## config.mk

```make
export PLATFORM = sky130hd
export DESIGN_NAME = xbar_cfg
export DESIGN_NICKNAME = d
export VERILOG_FILES = /design/src/rtl/xbar_cfg.sv
export SDC_FILE = /design/constraint.sdc
export NUM_CORES = 1
export LEC_CHECK = 0
export ABC_AREA = 1
export BUFFER_PORTS_ARGS = -buffer_cell sky130_fd_sc_hd__buf_2
export CAP_MARGIN = 20
export CORE_MARGIN = 2
export CORE_UTILIZATION = 65
export CTS_CLUSTER_SIZE = 30
export DETAILED_ROUTE_END_ITERATION = 8
export PLACE_DENSITY = 0.83
export SKIP_LAST_GASP = 1
export SLEW_MARGIN = 20
export SYNTH_ARGS = -nofsm -noshare
export SYNTH_HDL_FRONTEND = slang
export SYNTH_SLANG_ARGS = --single-unit
```

## constraint.sdc

```tcl
create_clock -name clk -period 3.6 [get_ports clk]
set_input_delay 0 -clock clk [delete_from_list [all_inputs] [get_ports clk]]
set_output_delay 0 -clock clk [all_outputs]
set_load 0.005 [all_outputs]
```

## src/rtl/xbar_cfg.sv

```systemverilog
// Scan-configured crossbar: each of N_OUT outputs picks one of N_IN inputs via a SEL_W-bit field.
// Latency: data path 0 cycles (1 cycle when XBAR_OUT_REG_EN is defined); config visible 1 cycle after commit edge (2 if registered).
// Backpressure: none; a commit without a full frame is dropped and flagged on io_cfg_err for one cycle.
module xbar_cfg #(
    parameter int N_IN  = 27,
    parameter int N_OUT = 35,
    parameter int SEL_W = 5
) (
    input  logic             clk,
    input  logic             reset,
    input  logic [N_IN-1:0]  io_xbar_in,
    output logic [N_OUT-1:0] io_xbar_out,
    input  logic             io_cfg_shift,
    input  logic             io_cfg_bit,
    input  logic             io_cfg_commit,
    output logic             io_cfg_ready,
    output logic             io_cfg_err,
    output logic             io_cfg_scan_out
);

    localparam int CFG_BITS = N_OUT * SEL_W;
    localparam int CNT_W    = $clog2(CFG_BITS + 1);
    localparam int PAD_W    = 1 << SEL_W;

    localparam logic [CNT_W-1:0] CNT_FULL = CNT_W'(CFG_BITS);
    localparam logic [CNT_W-1:0] CNT_ONE  = CNT_W'(1);

    logic [CFG_BITS-1:0] shadow_q, shadow_d;
    logic [CFG_BITS-1:0] active_q, active_d;
    logic [CNT_W-1:0]    cnt_q, cnt_d;
    logic                err_q, err_d;
    logic                commit_ok;

    logic [PAD_W-1:0]    in_pad;
    logic [N_OUT-1:0]    route;

    // Next-state for the scan chain, frame counter, active config and error pulse.
    always_comb begin
        shadow_d  = shadow_q;
        active_d  = active_q;
        cnt_d     = cnt_q;
        err_d     = 1'b0;
        commit_ok = io_cfg_commit && (cnt_q == CNT_FULL);

        // New bits enter at the top; the oldest bit sits at [0] and leaves next.
        if (io_cfg_shift) begin
            shadow_d = {io_cfg_bit, shadow_q[CFG_BITS-1:1]};
        end

        if (commit_ok) begin
            // Active takes the pre-shift shadow so a same-cycle shift starts the next frame.
            active_d = shadow_q;
            cnt_d    = io_cfg_shift ? CNT_ONE : '0;
        end else begin
            err_d = io_cfg_commit;
            if (io_cfg_shift && (cnt_q != CNT_FULL)) begin
                cnt_d = cnt_q + CNT_ONE;
            end
        end
    end

    // Config state registers; reset discards any partial frame.
    always_ff @(posedge clk) begin
        if (reset) begin
            shadow_q <= '0;
            active_q <= '0;
            cnt_q    <= '0;
            err_q    <= 1'b0;
        end else begin
            shadow_q <= shadow_d;
            active_q <= active_d;
            cnt_q    <= cnt_d;
            err_q    <= err_d;
        end
    end

    // Output mux: inputs zero-padded to 2^SEL_W so out-of-range selects read 0.
    always_comb begin
        in_pad             = '0;
        in_pad[N_IN-1:0]   = io_xbar_in;
        route              = '0;
        for (int k = 0; k < N_OUT; k++) begin
            route[k] = in_pad[active_q[k*SEL_W +: SEL_W]];
        end
    end

`ifdef XBAR_OUT_REG_EN
    logic [N_OUT-1:0] out_q, out_d;

    // Registered output stage input.
    always_comb begin
        out_d = route;
    end

    // Registered output stage, cleared on reset.
    always_ff @(posedge clk) begin
        if (reset) begin
            out_q <= '0;
        end else begin
            out_q <= out_d;
        end
    end

    assign io_xbar_out = out_q;
`else
    assign io_xbar_out = route;
`endif

    assign io_cfg_ready    = (cnt_q == CNT_FULL);
    assign io_cfg_err      = err_q;
    assign io_cfg_scan_out = shadow_q[0];

endmodule
```

==> impl_summary.md, run 1 <==
Run status
The flow ran to the end, and the final reports show no timing, DRC or antenna violations.

CTS
The deepest clock path buffer count is 3. CTS placed an instance of sky130_fd_sc_hd__clkbuf_16 at the clock tree root. The clock latency on the worst-skew pair is 550 ps.

The maximum level of the CTS H-tree is 2. The number of hold buffers added after CTS is 3. The number of clock buffers added by TritonCTS is 39. The total of cells resized after clock tree synthesis is 0.

The post-CTS repair timing setup buffer count is 0. The clock transition time at the flip-flop clock pins of the worst setup and hold paths is 60 ps. CTS saw 359 sinks.

The CTS tree is yes.

STA
The actual transition at the worst max-transition pin is 1420 ps. The final number of hold-violating endpoints came to 0. The clock arrives with 20.3 ps of skew.

The remaining max-slew budget at the tightest pin is 0.0557. Based on the critical path, the design can be clocked at up to 421 MHz. The final cycle utilization of the critical path is 0.660. The count of pins over their slew limit is 0. The worst path in the final design needs a cycle of 2380 ps, including I/O delays and setup. The tightest hold margin is 78.7 ps. The final-layout setup total negative slack is 0 ps.

Setup repair after global routing left no endpoint under its margin. Setup violations remaining at the end of the flow were counted as 0.

Global route
The number of global-route vias before repair was 22,700. The maximum number of pins on one net before global-route repair is 255. The first global-routing pass estimated 114,000 um of wire. Across every metal layer, demand over resource in global routing totals 0.389. The number of antenna violations at the first check in global routing is 0.

Global routing finished with a remaining overflow of 0.

Floorplan
The die covers 35,900 sq um. The region available for standard cell placement spans 33,700 sq um. For this configuration, the core starts out at a cell density of 0.664. The y dimension of the die is 190 um. The floorplan has 67 rows. The boundary pin count is 70. The die is 190 um wide.

Drt
The count of vias placed by the detailed router is 25,100. The remaining design rule violation count is 0. After detailed routing, the total wire length is 70,900 um. The via-per-instance ratio is 6.04. The pre-antenna-repair detailed-routing pass consisted of 6 iterations. The detail route stage leaves a number of antenna-violating nets equal to 0. In the final routed layout, each cell accounts on average for 17.1 um.

In this run, the number of DRC markers left after iteration 0 of detailed routing was 2,728.

Worst hold path
The count of cells along the worst hold path is 3. The worst hold path belongs to the class input port to register. For hold timing, the worst endpoint is cnt_q[0]. The startpoint identified for the worst hold timing path is io_cfg_shift.

Critical path
For the worst flop-to-flop path, the logic depth is 7. The worst register-to-register path ends at active_q[44]. The largest fanout of any net on the critical path is 254. The capturing element type of the critical path is a register. The setup check on the worst reg-to-reg path leaves a slack of 1220 ps.

Data on the critical path is required at its endpoint by 3980 ps. The launch point of the worst reg-to-reg path is cnt_q[0]. STA puts the critical path data arrival time at 2760 ps. The startpoint type of the worst setup path is a register.

The critical path start-end classification is register to register.

Placement
The number of buffers added on ports is 69. Routability-driven placement finished with a final weighted congestion of 0.890. The post-detailed-placement half-perimeter wirelength is 36,700 um.

Synth
The number of cells produced by synthesis is 3,831. When the netlist entered floorplanning its net count stood at 3,864. The netlist uses 24 different library cells. The Yosys warning count is 0. The average instance in the mapped netlist occupies 5.84 sq um. Summed over all instances, the cell type with the most area after synthesis is sky130_fd_sc_hd__dfxtp_1. In this run the cell area of the synthesized design comes to 22,400 sq um. The synthesized design contains 359 register bits. Sorting the synthesized cells by area gives the leading types as sky130_fd_sc_hd__dfxtp_1 (32%), sky130_fd_sc_hd__nand2_1 (21%), sky130_fd_sc_hd__nand3_1 (15%). The area share of the largest cell type after synthesis is 0.321. The fraction of the yosys area taken by sequential cells is 0.321.

Power
The sequential group share of total power is 0.446. For this design the total switching power over the nets is 2.48 mW. The share of total power dissipated in combinational logic is 0.110. The largest voltage drop on the vdd net is 408 uV. Of the total power, the share spent switching nets is 0.265. The share of total power dissipated in the clock network is 0.444.

Power spread over the standard cell area amounts to 401 nW/um^2. The standby leakage power is 10.3 nW. The internal portion of the total power is 6.91 mW.

Layout
The net count reported at finish is 3,706. Relative to the synthesized area, the layout overhead comes to 4.57%. The number of antenna repair diodes is 0. The layout cell share with drive strength beyond 1 is 0.0424.

Flow run
The tool flagged a number of max-cap violations equal to 0.
## cells in the final DEF, fill, tap and decap left out, drive strengths merged
| cell type | instances |
|---|---|
| nand2 | 1278 |
| nand3 | 676 |
| nor2 | 393 |
| dfxtp | 359 |
| o21ai | 351 |
| inv | 195 |
| a21oi | 181 |
| buf | 81 |
| clkbuf | 57 |
| clkinv | 41 |
| nand3b | 36 |
| o31ai | 35 |
| bufinv | 4 |
| nand4 | 4 |
| clkinvlp | 3 |
| dlygate4sd3 | 3 |
| xor2 | 2 |
| a31oi | 1 |
| ha | 1 |
## logic make-up (layout without fill, tap and decap cells)
logic type / Yosys count / after routing / share of synthesized area
and+or+nand+nor: 2387 / 2387 / 0.446
AOI/OAI and AO/OA: 568 / 568 / 0.131
buffers and inverters: 514 / 384 / 0.101
DFF: 359 / 359 / 0.321
xor gates and xnor gates: 2 / 2 / 0.000782
adders and majority gates: 1 / 1 / 0.000559
## synth_stat cells
master,count
sky130_fd_sc_hd__dfxtp_1,359
sky130_fd_sc_hd__inv_1,182
sky130_fd_sc_hd__nand3b_1,36
sky130_fd_sc_hd__nand3_1,676
sky130_fd_sc_hd__buf_2,30
sky130_fd_sc_hd__nand4_4,1
sky130_fd_sc_hd__nand4_1,3
sky130_fd_sc_hd__buf_6,34
sky130_fd_sc_hd__ha_1,1
sky130_fd_sc_hd__a21oi_1,181
sky130_fd_sc_hd__clkbuf_1,198
sky130_fd_sc_hd__nand2_1,1277
sky130_fd_sc_hd__a31oi_1,1
sky130_fd_sc_hd__o21ai_1,100
sky130_fd_sc_hd__o21ai_0,251
sky130_fd_sc_hd__inv_2,2
sky130_fd_sc_hd__o31ai_1,35
sky130_fd_sc_hd__buf_1,9
sky130_fd_sc_hd__nor2_1,392
sky130_fd_sc_hd__clkinv_1,47
sky130_fd_sc_hd__xor2_1,2
sky130_fd_sc_hd__nor2_4,1
sky130_fd_sc_hd__buf_4,12
sky130_fd_sc_hd__nand2_2,1
## area by class of cell
type | instances | area [sq um]
well taps | 448 | 561
multi-input cells | 2958 | 12900
fillers | 3033 | 10300
flip-flops and latches | 359 | 7190
clock buffers | 57 | 1160
inverters | 231 | 880
clock inverters | 12 | 175
repair buffers | 84 | 518
## metrics by stage
step           utilization  worst slack (ps)  power [mW]  instance area (sq um)  instances
2_1_floorplan            -              2120        4.93                  22400       3831
3_3_place_gp         0.654              1600        5.22                  22000       4077
3_5_place_dp         0.654              1570        5.25                  22000       4077
4_1_cts              0.695              1350        9.39                  23400       4149
5_1_grt              0.695              1100        9.69                  23400       4149
6_report             0.695              1220        9.39                  23400       4149
## worst max-delay path: stages (launching register included)
cell                      delay [ps]
sky130_fd_sc_hd__dfxtp_1         390
sky130_fd_sc_hd__ha_1            200
sky130_fd_sc_hd__nand2_1         110
sky130_fd_sc_hd__nor2_4          150
sky130_fd_sc_hd__nand4_4         110
sky130_fd_sc_hd__buf_12          220
sky130_fd_sc_hd__o21ai_0         510
sky130_fd_sc_hd__a21oi_1          70
## worst max-delay path by stage
| stage | startpoint | to | slack, ps |
|---|---|---|---|
| 6_report | cnt_q[0] | active_q[44] | 1220 |
| 5_1_grt | active_q[50] | io_xbar_out[10] | 1100 |
| 4_1_cts | active_q[145] | io_xbar_out[29] | 1350 |
| 3_5_place_dp | cnt_q[0] | cnt_q[4] | 1570 |
| 3_3_place_gp | cnt_q[0] | cnt_q[4] | 1600 |
| 2_1_floorplan | cnt_q[0] | active_q[110] | 2120 |
## flip-flops by register name, summed over array words and instances (netlist names)
register	flops
shadow_q	175
cnt_q	8
io_cfg_err	1
active_q	175
## per-layer routing
metal,vias up,global-route usage,part of all wire
met3,388,0.0784,0.13
met1,11100,0.493,0.38
li1,12100,-,-
met5,-,0,0
met4,0,0.210,0.056
met2,1466,0.624,0.43
## power by group through the flow
stage	combinational [mW]	clock (mW)	sequential (mW)
finish	1.03	4.17	4.19
global placement	0.957	0	4.27
detailed placement	0.983	0	4.27
floorplan	0.684	0	4.25
CTS	0.991	4.21	4.19
global route	1.13	4.36	4.20
(Power assumes the default switching activity.)
==> run 2, diff against run 1 <==
CORE_UTILIZATION = 64   (was 65)
PLACE_DENSITY = 0.82   (was 0.83)
clock period = 2.4 ns   (was 3.6 ns; I/O delays follow)
==> run 2 against run 1 <==
Cell area increased by 2.2%. Sequential power increased by 50%. Routed wire length increased by 2.0%. Clock skew decreased by 12 ps. Register-to-register slack got worse by 950 ps. Critical path depth increased by 3.
==> impl_summary.md, run 2 (synthesis gave the netlist of run 1 again) <==
Run status
The run finished with clean final reports.

STA
The final worst-path setup slack is 151 ps (-1070 ps). Static timing analysis puts the maximum clock frequency at 445 MHz. The remaining max-slew budget at the tightest pin is 0.333 (+0.278). The actual transition at the worst max-transition pin came to 1000 ps (-417 ps). The final count of negative-setup-slack endpoints is 0 (unchanged). The worst clock skew is 8.16 ps (-12.1 ps). Setup repair after global routing left no endpoint under its margin. The shortest clock period the worst path allows after layout is 2250 ps.

The final-layout setup total negative slack is 0 ps (unchanged). The count of pins over their slew limit is 0 (unchanged). The final cycle utilization of the critical path is 0.937. The final number of hold-violating endpoints is 0 (unchanged).

Layout
The library cell used most frequently in the layout, excluding fill and tap cells, is sky130_fd_sc_hd__nand2_1. Relative to the synthesized area, the layout overhead comes to 6.82%. The number of antenna repair diodes is 0 (unchanged). The net count reported at finish is 3,739 (+0.89%).

The layout cell share with drive strength beyond 1 came to 0.0533 (+0.0109). The largest registers in the layout are active_q (175), shadow_q (175), cnt_q (8). Leaving out fill and tap cells, the most frequent cells in the layout are sky130_fd_sc_hd__nand2_1 (1,277), sky130_fd_sc_hd__nand3_1 (676), sky130_fd_sc_hd__nor2_1 (392).

CTS
The total clock sinks is 359 (unchanged). The maximum level of the CTS H-tree is 2 (unchanged). The post-CTS repair timing setup buffer count is 0 (unchanged). The number of buffers created by CTS came to 38 (-2.6%). The deepest clock path buffer count is 3 (unchanged). TritonCTS built the clock tree. The clock tree root driver cell is sky130_fd_sc_hd__clkbuf_16. The clock latency on the worst-skew pair is 540 ps (about the same). The clock transition time at the flip-flop clock pins of the worst setup and hold paths is 60 ps (about the same).

Drt
The wire length per cell after detailed routing came to 17.3 um (+1.0%). The number of nets with antenna violations after detailed routing is 0 (unchanged). The first-pass iteration count of the detailed router is 9 (+3). The number of violations reported at the end of detailed-routing iteration 0 is 2,676 (-1.9%). The count of vias placed by the detailed router was 25,200 (+0.58%). The wire length after detailed routing was 72,300 um (+2.0%).

The remaining design rule violation count is 0 (unchanged). The via-per-instance ratio is 6.02 (-0.40%).

Critical path
The worst setup slack for register-to-register paths came to 270 ps (-950 ps). The largest fanout of any net on the critical path is 15 (-94%). The critical path start-end classification is register to primary output. The capturing element type of the critical path is a primary output. The worst reg2reg path depth is 7 (unchanged). The worst setup path is launched from a register.

The data arrival time at the worst-slack endpoint was 2250 ps (-510 ps). The data required time of the critical path came to 2400 ps (-1580 ps).

Power
The ratio of total power to cell area is 596 nW/um^2 (+49%). The largest voltage drop on the vdd net is 517 uV (+27%). The standby leakage power is 10.5 nW (+2.4%).

Global route
The number of antenna violations at the first check in global routing was 0 (unchanged). The number of global-route vias before repair is 22,900 (+0.56%). The global-route wire length before repair came to 115,000 um (+1.2%). The total track usage is 0.391 (+0.00175). The global route total overflow is 0 (unchanged). The maximum number of pins on one net before global-route repair is 239 (-6.3%).

Placement
The post-detailed-placement half-perimeter wirelength was 39,400 um (+7.3%). The weighted congestion reported at the end of routability-driven placement was 0.883 (-0.82%). The number of buffers added on ports is 69 (unchanged).

The worst setup timing slack at the placement stage came to 423 ps (-1150 ps).

Floorplan
The boundary pin count is 70 (unchanged). The die span in x is 191 um (+0.76%). The starting utilization of the core area was 0.650 (-0.0146). The y dimension of the die came to 191 um (+0.76%). The area enclosed by the die boundary is 36,500 sq um (+1.5%). The standard-cell row count is 68 (+1.5%). The area of the core came to 34,500 sq um (+2.2%).

Worst hold path
The count of cells along the worst hold path is 4 (+1). The tightest min-delay check is of the input port to register type.

Flow run
The max-capacitance violation count is 0 (unchanged).
## run 2: routing by layer
metal	track usage	wire (um)	vias to the layer above
li1	-	-	12200
met3	0.0710	8730	353
met2	0.630	31700	1449
met4	0.194	3900	0
met5	0	0	-
met1	0.502	28000	11200
## run 2: final timing paths
check / endpoint / start
max reg2reg: active_q[43] / cnt_q[0]
min reg2reg: active_q[69] / active_q[69]
min: shadow_q[174] / io_cfg_bit
max: io_xbar_out[8] / active_q[40]
## run 2: timing repair
| action | 4_1_cts | 5_1_grt |
|---|---|---|
| hold buffers | 4 | 0 |
| endpoints found under the setup margin | 0 | 14 |
| hold endpoints to repair | 41 | 0 |
| gates resized for setup | 0 | 14 |
## run 2: metrics by stage
step | instance area [sq um] | std cells | hold WS (ps) | util | power (mW)
final | 23900 | 4190 | 227 | 0.694 | 14.2
after detailed placement | 22500 | 4117 | 233 | 0.653 | 7.96
after global placement | 22500 | 4117 | 224 | 0.653 | 7.91
after CTS | 23900 | 4190 | 211 | 0.694 | 14.2
after global routing | 23900 | 4190 | 254 | 0.694 | 14.7
after floorplan | 22400 | 3831 | 69.1 | - | 7.40
## run 2: area by class of cell
class                   count  area, sq um
well taps                 455          569
repair buffers            118          976
multi-input cells        2958        12900
flip-flops and latches    359         7200
inverters                 231          880
fillers                  3052        10500
clock buffers              51         1120
clock inverters            18          228
## run 2: critical path, stage by stage (launching register included)
cell	delay [ps]
sky130_fd_sc_hd__dfxtp_1	620
sky130_fd_sc_hd__inv_1	350
sky130_fd_sc_hd__nand2_1	130
sky130_fd_sc_hd__nand3_1	90
sky130_fd_sc_hd__nand3_1	100
sky130_fd_sc_hd__nand2_1	50
sky130_fd_sc_hd__inv_1	50
sky130_fd_sc_hd__nand2_1	50
sky130_fd_sc_hd__nand2_1	50
sky130_fd_sc_hd__nand2_1	80
sky130_fd_sc_hd__buf_2	130
## run 2: report_power, final
group	leakage, nW	switching [mW]	internal, mW	total (mW)
Clock	0.668	2.51	3.84	6.34
Sequential	2.94	0.135	6.15	6.28
Combinational	6.94	1.13	0.496	1.62
Total	10.5	3.77	10.5	14.2
